### src/rtl/ppm_tx_pkg.sv
// Shared types and constants for the 4-PPM frame transmitter.
// The state enumeration and symbol geometry live here so both the controller and the slot timer agree.
package ppm_tx_pkg;

  localparam int PPM_SLOTS     = 4;
  localparam int SYM_BITS      = 2;
  localparam int SYMS_PER_BYTE = 4;

  typedef enum logic [2:0] {
    IDLE     = 3'd0,
    LOAD     = 3'd1,
    SYM      = 3'd2,
    EOF_REQ  = 3'd3,
    EOF_WAIT = 3'd4,
    DONE     = 3'd5
  } ppm_state_e;

  // Symbols are sent MSB-first: index 0 selects bits [7:6].
  function automatic logic [SYM_BITS-1:0] byte_sym(input logic [7:0] b,
                                                   input logic [1:0] idx);
    logic [SYM_BITS-1:0] s;
    case (idx)
      2'd0:    s = b[7:6];
      2'd1:    s = b[5:4];
      2'd2:    s = b[3:2];
      default: s = b[1:0];
    endcase
    return s;
  endfunction

endpackage

### src/rtl/ppm_slot_gen.sv
// Slot/cycle timer for one PPM byte: counts cycles within a slot, slots within a symbol
// and symbols within a byte. Held at zero whenever en is low so every byte starts aligned.
module ppm_slot_gen
  import ppm_tx_pkg::*;
#(
  parameter int SLOT_CYCLES = 1
) (
  input  logic       clk,
  input  logic       rst,
  input  logic       en,
  output logic [1:0] slot_idx,
  output logic [1:0] sym_idx,
  output logic       slot_end,
  output logic       byte_end
);

  logic [7:0] cyc_cnt;

  assign slot_end = en && (cyc_cnt == 8'(SLOT_CYCLES - 1));
  assign byte_end = slot_end && (slot_idx == 2'(PPM_SLOTS - 1)) &&
                    (sym_idx == 2'(SYMS_PER_BYTE - 1));

  always_ff @(posedge clk or posedge rst) begin
    if (rst) begin
      cyc_cnt  <= 8'd0;
      slot_idx <= 2'd0;
      sym_idx  <= 2'd0;
    end else if (!en) begin
      cyc_cnt  <= 8'd0;
      slot_idx <= 2'd0;
      sym_idx  <= 2'd0;
    end else if (slot_end) begin
      cyc_cnt <= 8'd0;
      if (slot_idx == 2'(PPM_SLOTS - 1)) begin
        slot_idx <= 2'd0;
        sym_idx  <= (sym_idx == 2'(SYMS_PER_BYTE - 1)) ? 2'd0 : sym_idx + 2'd1;
      end else begin
        slot_idx <= slot_idx + 2'd1;
      end
    end else begin
      cyc_cnt <= cyc_cnt + 8'd1;
    end
  end

endmodule

### src/rtl/ppm_tx_ctrl.sv
// 4-PPM frame transmitter: pulls tx_len bytes over a valid/ready port, emits each byte as
// four PPM symbols, then hands off to the eof stage and waits (bounded) for its completion.
module ppm_tx_ctrl
  import ppm_tx_pkg::*;
#(
  parameter int SLOT_CYCLES = 1,
  parameter int EOF_TIMEOUT = 4096
) (
  input  logic       clk,
  input  logic       rst,
  input  logic       tx_start,
  input  logic [7:0] tx_len,
  input  logic [7:0] data_in,
  input  logic       data_valid,
  output logic       data_ready,
  output logic       ppm_out,
  output logic       control_eof,
  input  logic       eof_done,
  output logic       busy,
  output logic       tx_done,
  output logic       underrun,
  output logic       eof_err
);

  // Handshake: a byte transfers on a rising edge where data_valid and data_ready are both
  // high; data_ready is high for exactly the cycles spent in LOAD.

  ppm_state_e  state;
  logic [7:0]  rem_cnt;
  logic [7:0]  byte_q;
  logic [15:0] wait_cnt;
  logic        first_byte;
  logic        load_first;

  logic        sym_en;
  logic [1:0]  slot_idx;
  logic [1:0]  sym_idx;
  logic        slot_end;
  logic        byte_end;

  assign sym_en = (state == SYM);

  ppm_slot_gen #(
    .SLOT_CYCLES(SLOT_CYCLES)
  ) u_slot_gen (
    .clk      (clk),
    .rst      (rst),
    .en       (sym_en),
    .slot_idx (slot_idx),
    .sym_idx  (sym_idx),
    .slot_end (slot_end),
    .byte_end (byte_end)
  );

  assign data_ready  = (state == LOAD);
  assign control_eof = (state == EOF_REQ);
  assign busy        = (state != IDLE);
  assign tx_done     = (state == DONE);
  assign ppm_out     = sym_en && (slot_idx == byte_sym(byte_q, sym_idx));

  always_ff @(posedge clk or posedge rst) begin
    if (rst) begin
      state      <= IDLE;
      rem_cnt    <= 8'd0;
      byte_q     <= 8'd0;
      wait_cnt   <= 16'd0;
      first_byte <= 1'b0;
      load_first <= 1'b0;
      underrun   <= 1'b0;
      eof_err    <= 1'b0;
    end else begin
      underrun <= 1'b0;
      eof_err  <= 1'b0;
      case (state)
        IDLE: begin
          if (tx_start) begin
            rem_cnt    <= tx_len;
            first_byte <= 1'b1;
            load_first <= 1'b1;
            state      <= (tx_len != 8'd0) ? LOAD : EOF_REQ;
          end
        end
        LOAD: begin
          load_first <= 1'b0;
          // A gap is flagged once, when the byte is not ready on the first LOAD cycle.
          if (load_first && !data_valid && !first_byte) underrun <= 1'b1;
          if (data_valid) begin
            byte_q     <= data_in;
            rem_cnt    <= rem_cnt - 8'd1;
            first_byte <= 1'b0;
            state      <= SYM;
          end
        end
        SYM: begin
          if (slot_end && byte_end) begin
            if (rem_cnt != 8'd0) begin
              load_first <= 1'b1;
              state      <= LOAD;
            end else begin
              state <= EOF_REQ;
            end
          end
        end
        EOF_REQ: begin
          // Counts cycles since control_eof, so the timeout lands EOF_TIMEOUT cycles after it.
          wait_cnt <= 16'd1;
          state    <= EOF_WAIT;
        end
        EOF_WAIT: begin
          if (eof_done) begin
            state <= DONE;
          end else if (wait_cnt >= 16'(EOF_TIMEOUT - 1)) begin
            eof_err <= 1'b1;
            state   <= DONE;
          end else begin
            wait_cnt <= wait_cnt + 16'd1;
          end
        end
        DONE: begin
          byte_q   <= 8'd0;
          wait_cnt <= 16'd0;
          state    <= IDLE;
        end
        default: state <= IDLE;
      endcase
    end
  end

endmodule

### config.mk
export PLATFORM = sky130hd
export DESIGN_NAME = ppm_tx_ctrl
export DESIGN_NICKNAME = d
export VERILOG_FILES = /design/src/rtl/ppm_tx_pkg.sv /design/src/rtl/ppm_slot_gen.sv /design/src/rtl/ppm_tx_ctrl.sv
export SDC_FILE = /design/constraint.sdc
export NUM_CORES = 1
export LEC_CHECK = 0
export BUFFER_PORTS_ARGS = -buffer_cell sky130_fd_sc_hd__buf_4
export CAP_MARGIN = 20
export CORE_ASPECT_RATIO = 1.1
export CORE_MARGIN = 2
export CORE_UTILIZATION = 45
export DETAILED_ROUTE_END_ITERATION = 6
export PLACE_DENSITY = 0.65
export SLEW_MARGIN = 10
export SYNTH_ARGS = -nofsm -noshare
export SYNTH_HDL_FRONTEND = slang
export SYNTH_SLANG_ARGS = --single-unit
### constraint.sdc
create_clock -name clk -period 2.8 [get_ports clk]
set_clock_uncertainty 0.2 [all_clocks]
set_input_delay 0.42 -clock clk [delete_from_list [all_inputs] [get_ports clk]]
set_output_delay 0.42 -clock clk [all_outputs]
set_load 0.1 [all_outputs]
==> reports/results.txt, run 1 <==
The vertical die dimension was 88.4 um. By area the synthesized netlist is led by sky130_fd_sc_hd__dfrtp_1 44%, sky130_fd_sc_hd__nand2_1 4.8%, sky130_fd_sc_hd__ha_1 4.7%. After detailed routing, the total wire length is 6150 um. The total of endpoints with negative setup slack in the final report was 0; the synthesized area per cell was 9.07 sq um. Entering global routing, the biggest net connects 29 pins. For the global placer's final weighted congestion, the log shows 0.824. In the routed layout, each cell is associated on average with a via count of 5.80. The required time at the worst-slack endpoint came out at 2180 ps. Of all cell types, the one taking the most synthesized area is sky130_fd_sc_hd__dfrtp_1. The power per cell area was 824 nW/um^2; the cell total after placement was 418. Setup repair after global routing left no endpoint under its margin. The final route contains 2482 vias. The final number of hold-violating endpoints is 0, and the fraction of layout cells with a size suffix above 1 is 0.167. Input and output buffers added on the ports amount to 27. The run gives 0 as the number of antenna cells inserted. The signal on the critical path passes through ha_1 > a222oi_1 > mux2i_1 > xor2_1 > nor3_4 > buf_8. The number of different library cells used by synthesis comes to 58. For the worst setup path, the data arrival time is 2060 ps. In this run the worst path has a maximum fanout of 6. In this run the deepest clock path goes through 2 buffers. The die covers 7130 sq um. The minimum clock period after layout works out to 2680 ps. In this run the core area contains 30 standard-cell rows.

The global router's overall resource usage came out at 0.185. After the last flow step, the layout net total stands at 379. Classification of the worst setup path: reg -> out.

The global-route wire length before repair came out at 10500 um. The flow ran to the end, and the final reports show no timing, DRC or antenna violations. In this run the clock root is driven by a sky130_fd_sc_hd__clkbuf_8. Post-route worst hold slack: 88.9 ps.

The worst relative slew slack was 0.619. The most common flop cell mapped by yosys is sky130_fd_sc_hd__dfrtp_1. After technology mapping, the gate count stands at 321. After synthesis the netlist holds a flip-flop and latch count of 51. For the number of pins exceeding their max-slew limit in the final report, the log shows 0. The tools report the starting utilization of the core area as 0.467.

The cell family contributing the most delay on the critical path was flip-flops. The proportion of register bits with asynchronous set or reset after synthesis is 1.00, and the post-synthesis instance area is 2910 sq um. The share of the synthesized area in the top cell type is 0.438. The share of the cycle needed by the critical path after routing came out at 0.956. The tools report the kind of end point of the critical path as a primary output. I/O pin total: 28. The tools report the number of antenna violations at the first check in global routing as 0. The HPWL after detailed placement is 4340 um, and the fmax is 374 MHz. The floorplan step set the die width to 80.7 um.

Summed over all failing endpoints, the final setup total negative slack is 0 ps. In this run the static leakage power is 1.46 nW. TritonCTS created 5 clock buffers. The count of nets left with antenna violations once routing finished came out at 0.

In this run, the number of DRC markers left after iteration 0 of detailed routing was 114. The max capacitance violation total was 0. TritonCTS built the clock tree. STA classifies the critical path startpoint as a register. VDD sags by at most 502 uV. The cell with the largest stage delay on the worst path is sky130_fd_sc_hd__dfrtp_2. The per-cell routed wire length was 14.4 um. The register clock-pin slew on the reported worst setup and hold paths came out at 90 ps. sky130_fd_sc_hd__dfrtp_1 is the most common cell in the netlist. For the pin with the worst max-slew slack, the measured transition is 571 ps. For the register area share after synthesis, the log shows 0.438.

The count of buffering cells on the critical path with inverters included is 1. The core area is 6230 sq um, and the number of synthesis warnings is 0. Number of global-route vias before repair: 2311.

The count of placed standard cells in the final layout, fillers left out was 428; the synthesized netlist net count was 353. The core occupancy in the finished layout is 0.534, and the H-tree depth reported by CTS is 2. The path class of the tightest hold or removal check is in -> reg.

In this design, the stage delay of the slowest critical-path cell is 450 ps. The area growth from synthesis to layout is 14.3%. By count the netlist is led by 51 x sky130_fd_sc_hd__dfrtp_1, 37 x sky130_fd_sc_hd__nand2_1, 28 x sky130_fd_sc_hd__nor2_1, 18 x sky130_fd_sc_hd__inv_1, 15 x sky130_fd_sc_hd__a21oi_1. Counting flops with a built-in enable in the synthesized netlist gives 0.

The number of search-and-repair iterations in the first detailed-routing pass is 4, and the clock sink count is 51. Clock latency of the later-clocked register in the worst-skew pair: 310 ps. The count of unresolved DRC violations after routing is 0, and the total overflow reported by the global router is 0.
[repair_timing]
item | 4_1_cts | 5_1_grt
setup buffers | 0 | 1
gates resized for setup | 0 | 3
hold buffers | 1 | 0
setup endpoints to repair | 0 | 1
endpoints found under the hold margin | 23 | 0
[final cells by class]
cell class,instances,area [sq um]
tap,80,100
fill,605,2900
sequential,51,1280
clock inverter,1,8.76
clock buffer,7,86.3
multi-input combinational,236,1510
timing repair buffer,34,278
inverter,19,71.3
[registers in the layout (all words and copies together), names as in the netlist]
| name | count |
|---|---|
| u_slot_gen.sym_idx | 2 |
| eof_err | 1 |
| state | 3 |
| byte_q | 8 |
| u_slot_gen.cyc_cnt | 8 |
| load_first | 1 |
| rem_cnt | 8 |
| underrun | 1 |
| wait_cnt | 16 |
| u_slot_gen.slot_idx | 2 |
| first_byte | 1 |
[path summary, 6_finish.rpt]
check	startpoint	to	slack [ps]	depth (start not counted)
worst max-delay path	u_slot_gen.sym_idx[0]	ppm_out	120	6
worst min-delay path	eof_done	eof_err	90	2
worst max register to register	wait_cnt[12]	wait_cnt[12]	590	4
worst min register to register	first_byte	underrun	290	1
max in group asynchronous	rst	wait_cnt[0]	1360	4
min in group asynchronous	rst	u_slot_gen.cyc_cnt[5]	510	3
[layout by cell type, fill, tap and decap left out, drive strengths merged, types with 4 or more instances in the layout]
cell	instances
dfrtp	51
nand2	37
buf	33
nor2	28
inv	19
a21oi	15
o21ai	13
nand3	12
ha	11
nand4	9
nor3	9
nor4	7
xor2	7
clkbuf	7
nor3b	5
or3	5
a31o	4
a41oi	4
a31oi	4
o31ai	4
and3	4
a21boi	4
mux2i	4
or2	4
[cell families after synthesis]
kind of cell               count (synthesis)  share of synthesized area
adders and majority gates                 11                     0.0473
and+or+nand+nor                          133                      0.232
buffers and inverters                     34                     0.0481
muxes                                      6                     0.0215
AOI/OAI and AO/OA                         78                      0.188
xor gates and xnor gates                   8                     0.0241
DFF                                       51                      0.438
[metal layers]
metal  routed length, um  GRT usage  vias up
met4                  77     0.0524        0
met5                   0          0        -
met1                2960      0.248     1220
met3                 210     0.0367        7
met2                2910      0.308       38
li1                    -          -     1217
[where the power goes]
| part | switching [mW] | internal [mW] |
|---|---|---|
| sequential | 0.220 | 0.921 |
| clock | 0.246 | 0.203 |
| combinational | 0.725 | 0.425 |
[stage by stage]
stage / area [sq um] / setup slack (ps) / power [mW]
finish: 3330 / 123 / 2.74
detailed placement: 3210 / 377 / 2.30
floorplan: 2920 / 149 / 2.03
global route: 3330 / 8.79 / 2.95
CTS: 3310 / 22.2 / 2.76
global placement: 3210 / 430 / 2.28
(Power assumes the default switching activity.)
==> inputs of run 2 (changes only) <==
--- a/config.mk
+++ b/config.mk
@@ -5,13 +5,13 @@
 export SDC_FILE = /design/constraint.sdc
 export NUM_CORES = 1
 export LEC_CHECK = 0
-export BUFFER_PORTS_ARGS = -buffer_cell sky130_fd_sc_hd__buf_4
 export CAP_MARGIN = 20
-export CORE_ASPECT_RATIO = 1.1
+export CORE_ASPECT_RATIO = 2
 export CORE_MARGIN = 2
 export CORE_UTILIZATION = 45
 export DETAILED_ROUTE_END_ITERATION = 6
-export PLACE_DENSITY = 0.65
+export DONT_BUFFER_PORTS = 1
+export PLACE_DENSITY = 0.62
 export SLEW_MARGIN = 10
 export SYNTH_ARGS = -nofsm -noshare
 export SYNTH_HDL_FRONTEND = slang
==> reports/results.txt, run 2 (synthesis gave the netlist of run 1 again) <==
The path class of the tightest hold or removal check is in -> reg. H-tree depth reported by CTS: 2 (unchanged). The vertical die dimension came out at 118 um (+33%). The worst setup path is launched from a register. The share of the cycle needed by the critical path after routing was 0.952 (-0.00458); the final instance area was 3270 sq um (-1.9%).

Tracing the worst setup path back leads to its startpoint at u_slot_gen.sym_idx[1]. The iteration-0 DRC count of the detailed router came out at 128 (+12%). The worst register-to-register path begins at wait_cnt[12]. The total of endpoints with negative setup slack in the final report was 0 (unchanged).

In the layout the commonest cells are 50 x sky130_fd_sc_hd__dfrtp_1, 37 x sky130_fd_sc_hd__nand2_1, 28 x sky130_fd_sc_hd__nor2_1. The total design power came out at 2.97 mW (+8.4%). Register clock-pin slew on the reported worst setup and hold paths: 70 ps (-20 ps). The minimum clock period after layout is 2660 ps (-12.8 ps).

The total overflow reported by the global router is 0 (unchanged). The setup path with the least slack is of type reg -> out. The tools report the critical path arrival as 2040 ps (-20 ps).

The count of standard-cell rows was 41 (+37%). For the register-to-register setup slack, the log shows 570 ps (-20 ps). The global placer's final weighted congestion came out at 0.827 (+0.39%).

Switching share of total power: 0.410 (-0.0244). For the worst relative slew slack, the log shows 0.420 (-0.200). Routed signal wires occupy layers up through met4.

The run gives 1.22 mW (+2.3%) as the net switching component of the power. The logs give 0 (unchanged) for the final number of hold-violating endpoints and 0.389 (-0.027) for the relative contribution of sequential cells to total power. The number of pins exceeding their max-slew limit in the final report came out at 0 (unchanged). The critical path depth in cells was 7 (+1); the number of flip-flops under the largest register name was 16 (unchanged). Per-cell routed wire length: 15.6 um (+8.9%).

The count of buffers from port buffering was 0 (-100%). STA classifies the critical path endpoint as a primary output. The run gives 1.75 mW (+13%) as the internal power consumption. The most common cell after layout, fill and taps aside is sky130_fd_sc_hd__dfrtp_1. The tools report the sum of negative setup slack as 0 ps (unchanged). For the I/O pin total, the log shows 28 (unchanged). The fraction of layout cells with a size suffix above 1 was 0.116 (-0.0512). On the critical path, the stage with the largest delay is an instance of sky130_fd_sc_hd__dfrtp_1. The reg-to-reg critical path endpoint is wait_cnt[13].

Cell family contributing the most delay on the critical path: flip-flops. Detailed-route vias per instance: 5.81 (+0.14%). The maximum cell stage delay along the critical path is 410 ps (-40 ps), and the pin slew with the least headroom to its limit is 871 ps (+300 ps).

For the total leakage power, the log shows 1.39 nW (-4.4%). The run gives 375 MHz (+0.48%) as the fmax. The starting utilization of the core area is 0.465 (-0.00206). The clock latency of the later-clocked register in the worst-skew pair was 290 ps (-20 ps). The amount of wire on met3 after detailed routing was 200 um (-4.8%). Top fanout value on the critical path: 5 (-1). The tools report the number of vias in the routed layout as 2410 (-2.9%).

The count of buffering cells on the critical path with inverters included came out at 2 (+1). The run gives 0 (unchanged) as the remaining antenna violation count after routing. The met2 wire length came out at 3530 um (+22%). The tools report the number of antenna violations at the first check in global routing as 0 (unchanged). For the core area, the log shows 6260 sq um (+0.44%).

For the TritonCTS buffer count, the log shows 5 (unchanged). The signal on the critical path passes through inv_1 > ha_1 > a222oi_1 > mux2i_1 > xor2_1 > nor3_4 > buf_12. Maximum count of clock buffers along a single path: 2 (unchanged).

The total wire length after detailed routing was 6490 um (+5.5%). Setup repair after global routing left no endpoint under its margin. The run gives 2326 (+0.65%) as the number of global-route vias before repair.

TritonCTS built the clock tree. The logs give 2180 ps (about the same) for the required time at the worst-slack endpoint and 0.231 (+0.067) for the clock power share. The critical path ends at ppm_out. The max capacitance violation total was 0 (unchanged); the met1 wire length was 2610 um (-12%). The number of antenna cells inserted was 0 (unchanged); the count of unresolved DRC violations after routing was 0 (unchanged). More flip-flops sit in one register than any other, and that register is wait_cnt. The least setup slack across all paths after layout was 136 ps (+12.8 ps); the area growth from synthesis to layout was 12.2%. The count of placed standard cells in the final layout, fillers left out came out at 415 (-3.0%).

The run gives 0.195 (+0.00918) as the global router's overall resource usage. Worst slack after detailed placement: 427 ps (+49.4 ps). The overall die area was 7170 sq um (+0.53%).

The depth of the worst register-to-register path came out at 4 (unchanged). The cell total after placement was 403 (-3.6%). The run finished with clean final reports. The maximum ir drop on the vdd rail was 409 uV (-19%). The chip width came out at 60.9 um (-25%).

The cell area after placement was 3060 sq um (-4.7%); the part of the power in combinational logic was 0.380 (-0.040). The HPWL after detailed placement came out at 4690 um (+8.0%). The tree is rooted in a sky130_fd_sc_hd__clkbuf_16. For the number of search-and-repair iterations in the first detailed-routing pass, the log shows 4 (unchanged).

The global-route wire length before repair came out at 10700 um (+2.2%). For the clock sink count, the log shows 51 (unchanged). Pin count of the biggest net entering global routing: 27 (-6.9%). The logs give 361 (-4.7%) for the number of nets in the finished design and 0.522 (-0.0123) for the core occupancy in the finished layout. The power per cell area came out at 910 nW/um^2 (+10%).

The tools report the post-route worst hold slack as 44.3 ps (-44.6 ps).
## run 2: metal layers
layer,GRT usage,vias up
met2,0.337,45
met1,0.220,1170
met5,0,-
li1,-,1183
met3,0.0352,12
met4,0.0870,0
## run 2: layout make-up
| cell class | count | area, sq um |
|---|---|---|
| Clock inverter | 2 | 37.5 |
| Sequential cell | 51 | 1280 |
| Clock buffer | 5 | 125 |
| Inverter | 19 | 71.3 |
| Multi-Input combinational cell | 236 | 1510 |
| Fill cell | 610 | 2990 |
| Tap cell | 86 | 108 |
| Timing Repair Buffer | 16 | 140 |
## run 2: power by group through the flow
stage	logic, mW	registers [mW]	clock network [mW]
5_1_grt	1.25	1.19	0.738
2_1_floorplan	0.973	1.06	0
3_3_place_gp	1.12	1.16	0
3_5_place_dp	1.14	1.16	0
4_1_cts	1.14	1.15	0.703
6_report	1.13	1.16	0.686
## run 2: worst register-to-register path, cell delays in order (launching register included)
cell                       delay [ps]
sky130_fd_sc_hd__dfrtp_1          370
sky130_fd_sc_hd__or4_4            550
sky130_fd_sc_hd__or2_0            420
sky130_fd_sc_hd__o21ai_0          400
sky130_fd_sc_hd__a21boi_0         150
## run 2: what timing repair did
action                                  CTS  global route
hold buffers                              2             1
setup buffers                             0             2
gates resized for setup                   0             1
hold endpoints to repair                 25             1
endpoints found under the setup margin    0             1
## run 2: worst min-delay path by stage
stage,start,to,slack (ps),depth (start not counted)
floorplan,first_byte,underrun,230,1
global placement,rst,u_slot_gen.cyc_cnt[4],200,1
detailed placement,rst,u_slot_gen.cyc_cnt[4],210,1
CTS,eof_done,eof_err,2,1
global route,data_in[6],byte_q[6],40,2
finish,data_in[7],byte_q[7],40,2
==> inputs of run 3 (changes only) <==
--- a/config.mk
+++ b/config.mk
@@ -9,6 +9,7 @@
 export CORE_ASPECT_RATIO = 2
 export CORE_MARGIN = 2
 export CORE_UTILIZATION = 45
+export CTS_BUF_LIST = sky130_fd_sc_hd__clkbuf_2
 export DETAILED_ROUTE_END_ITERATION = 6
 export DONT_BUFFER_PORTS = 1
 export PLACE_DENSITY = 0.62
==> reports/results.txt, run 3 (synthesis gave the netlist of run 1 again) <==
The run gives 0.196 (+0.00116) as the global router's overall resource usage. The pin slew with the least headroom to its limit is 872 ps (+1.16 ps), and the number of pins exceeding their max-slew limit in the final report is 0 (unchanged). The number of search-and-repair iterations in the first detailed-routing pass was 4 (unchanged); the worst relative slew slack was 0.419 (-0.000773).

In this run the clock root is driven by a sky130_fd_sc_hd__clkbuf_2. The run gives 0 (unchanged) as the total of endpoints with negative setup slack in the final report. STA classifies the critical path endpoint as a primary output.

The top register by number of flip-flops was wait_cnt. The number of flip-flops under the largest register name is 16 (unchanged), and the iteration-0 DRC count of the detailed router is 104 (-19%). The number of vias in the routed layout came out at 2478 (+2.8%). The run gives 51 (unchanged) as the clock sink count. Share of the cycle needed by the critical path after routing: 0.996 (+0.0440). Core occupancy in the finished layout: 0.532 (+0.00980). For the core area, the log shows 6260 sq um (unchanged).

The most common cell after layout, fill and taps aside was sky130_fd_sc_hd__dfrtp_1. The classification of the worst setup path was reg -> out. The run finished with clean final reports.

The fraction of layout cells with a size suffix above 1 is 0.122 (+0.00659), and the number of antenna cells inserted is 0 (unchanged). The max capacitance violation total came out at 0 (unchanged). Setup repair after global routing could not meet its margin everywhere. The TritonCTS buffer count was 5 (unchanged); the count of standard-cell rows was 41 (unchanged). The count of buffers from port buffering is 0 (unchanged). Number of global-route vias before repair: 2395 (+3.0%). Category of the worst setup path launch point: a register. For the final number of hold-violating endpoints, the log shows 0 (unchanged).

The logs give 0.465 (unchanged) for the starting utilization of the core area and 2180 ps (about the same) for the required time at the worst-slack endpoint. I/O pin total: 28 (unchanged). The top fanout value on the critical path was 3 (-2). The run gives 27 (unchanged) as the pin count of the biggest net entering global routing. The tools report the total overflow reported by the global router as 0 (unchanged).

TritonCTS built the clock tree. Register clock-pin slew on the reported worst setup and hold paths: 260 ps (+190 ps). The power per cell area works out to 807 nW/um^2 (-11%). The vertical die dimension was 118 um (unchanged); the count of unresolved DRC violations after routing was 0 (unchanged). The total design power was 2.69 mW (-9.6%); the H-tree depth reported by CTS was 2 (unchanged).

The global placer's final weighted congestion was 0.827 (unchanged); the critical path arrival was 2170 ps (+130 ps). The logs give 376 (+4.2%) for the number of nets in the finished design and 10900 um (+1.7%) for the global-route wire length before repair. The HPWL after detailed placement was 4690 um (unchanged); the total leakage power was 1.41 nW (+1.4%). In the layout the commonest cells are 50 x sky130_fd_sc_hd__dfrtp_1, 37 x sky130_fd_sc_hd__nand2_1, 28 x sky130_fd_sc_hd__nor2_1. Path type of the worst min-delay path: in -> reg. The clock latency of the later-clocked register in the worst-skew pair was 450 ps (+160 ps); the area growth from synthesis to layout was 14.3%. The overall die area was 7170 sq um (unchanged); the maximum count of clock buffers along a single path was 2 (unchanged). The chip width was 60.9 um (unchanged); the detailed-route vias per instance was 5.76 (-0.77%).

The remaining antenna violation count after routing is 0 (unchanged), and the minimum clock period after layout is 2790 ps (+123 ps). The tools report the maximum ir drop on the vdd rail as 310 uV (-24%). The fmax is 359 MHz (-4.4%), and the total wire length after detailed routing is 6560 um (+1.1%). The per-cell routed wire length is 15.3 um (-2.4%), and the number of antenna violations at the first check in global routing is 0 (unchanged).
run 3: final timing paths:
check | slack [ps] | from | endpoint | cells past startpoint
min in group asynchronous | 240 | rst | u_slot_gen.cyc_cnt[1] | 2
setup reg to reg | 540 | wait_cnt[12] | wait_cnt[7] | 4
hold / removal | 50 | data_valid | state[1] | 3
setup / recovery | 10 | u_slot_gen.sym_idx[0] | ppm_out | 6
hold reg to reg | 320 | wait_cnt[7] | wait_cnt[7] | 1
max in group asynchronous | 1500 | rst | rem_cnt[7] | 3
run 3: final cells by class:
cell class,instances,area (sq um)
multi-input cells,236,1510
clock buffers,5,25.0
well taps,86,108
repair buffers,31,294
fillers,609,2930
clock inverters,2,37.5
inverters,19,71.3
flip-flops and latches,51,1280
run 3: power by group:
group	total, mW	leakage (nW)	internal, mW	switching, mW
registers	1.15	0.666	0.921	0.230
clock network	0.387	0.0350	0.145	0.241
logic	1.15	0.714	0.426	0.722
run 3: critical path: stages (launching register included):
cell	delay, ps
sky130_fd_sc_hd__dfrtp_1	480
sky130_fd_sc_hd__ha_2	200
sky130_fd_sc_hd__a222oi_1	320
sky130_fd_sc_hd__mux2i_1	130
sky130_fd_sc_hd__xor2_1	180
sky130_fd_sc_hd__nor3_4	210
sky130_fd_sc_hd__buf_12	200
run 3: layer usage:
layer / track usage / wire length, um / vias up
met2: 0.340 / 3570 / 47
li1: - / - / 1214
met1: 0.224 / 2640 / 1204
met5: 0 / 0 / -
met3: 0.0330 / 184 / 13
met4: 0.0829 / 167 / 0
run 3: repair_timing:
action                     in CTS  in global routing
setup buffers                   2                  0
setup endpoints to repair       1                  2
pin swaps                       1                  0
hold buffers                   18                  0
hold endpoints to repair       42                  0
gates cloned                    0                  0
gates resized for setup         0                  6
run 3: through the flow:
stage | setup TNS (ps) | hold slack (ps) | instances | area (sq um) | setup slack [ps]
after floorplan | 0 | 232 | 321 | 2920 | 149
after global placement | 0 | 199 | 403 | 3060 | 460
after detailed placement | 0 | 212 | 403 | 3060 | 427
after CTS | -66.1 | 26.8 | 430 | 3310 | -66.1
after global routing | -140 | 46.2 | 430 | 3330 | -140
final | 0 | 50.0 | 430 | 3330 | 12.6
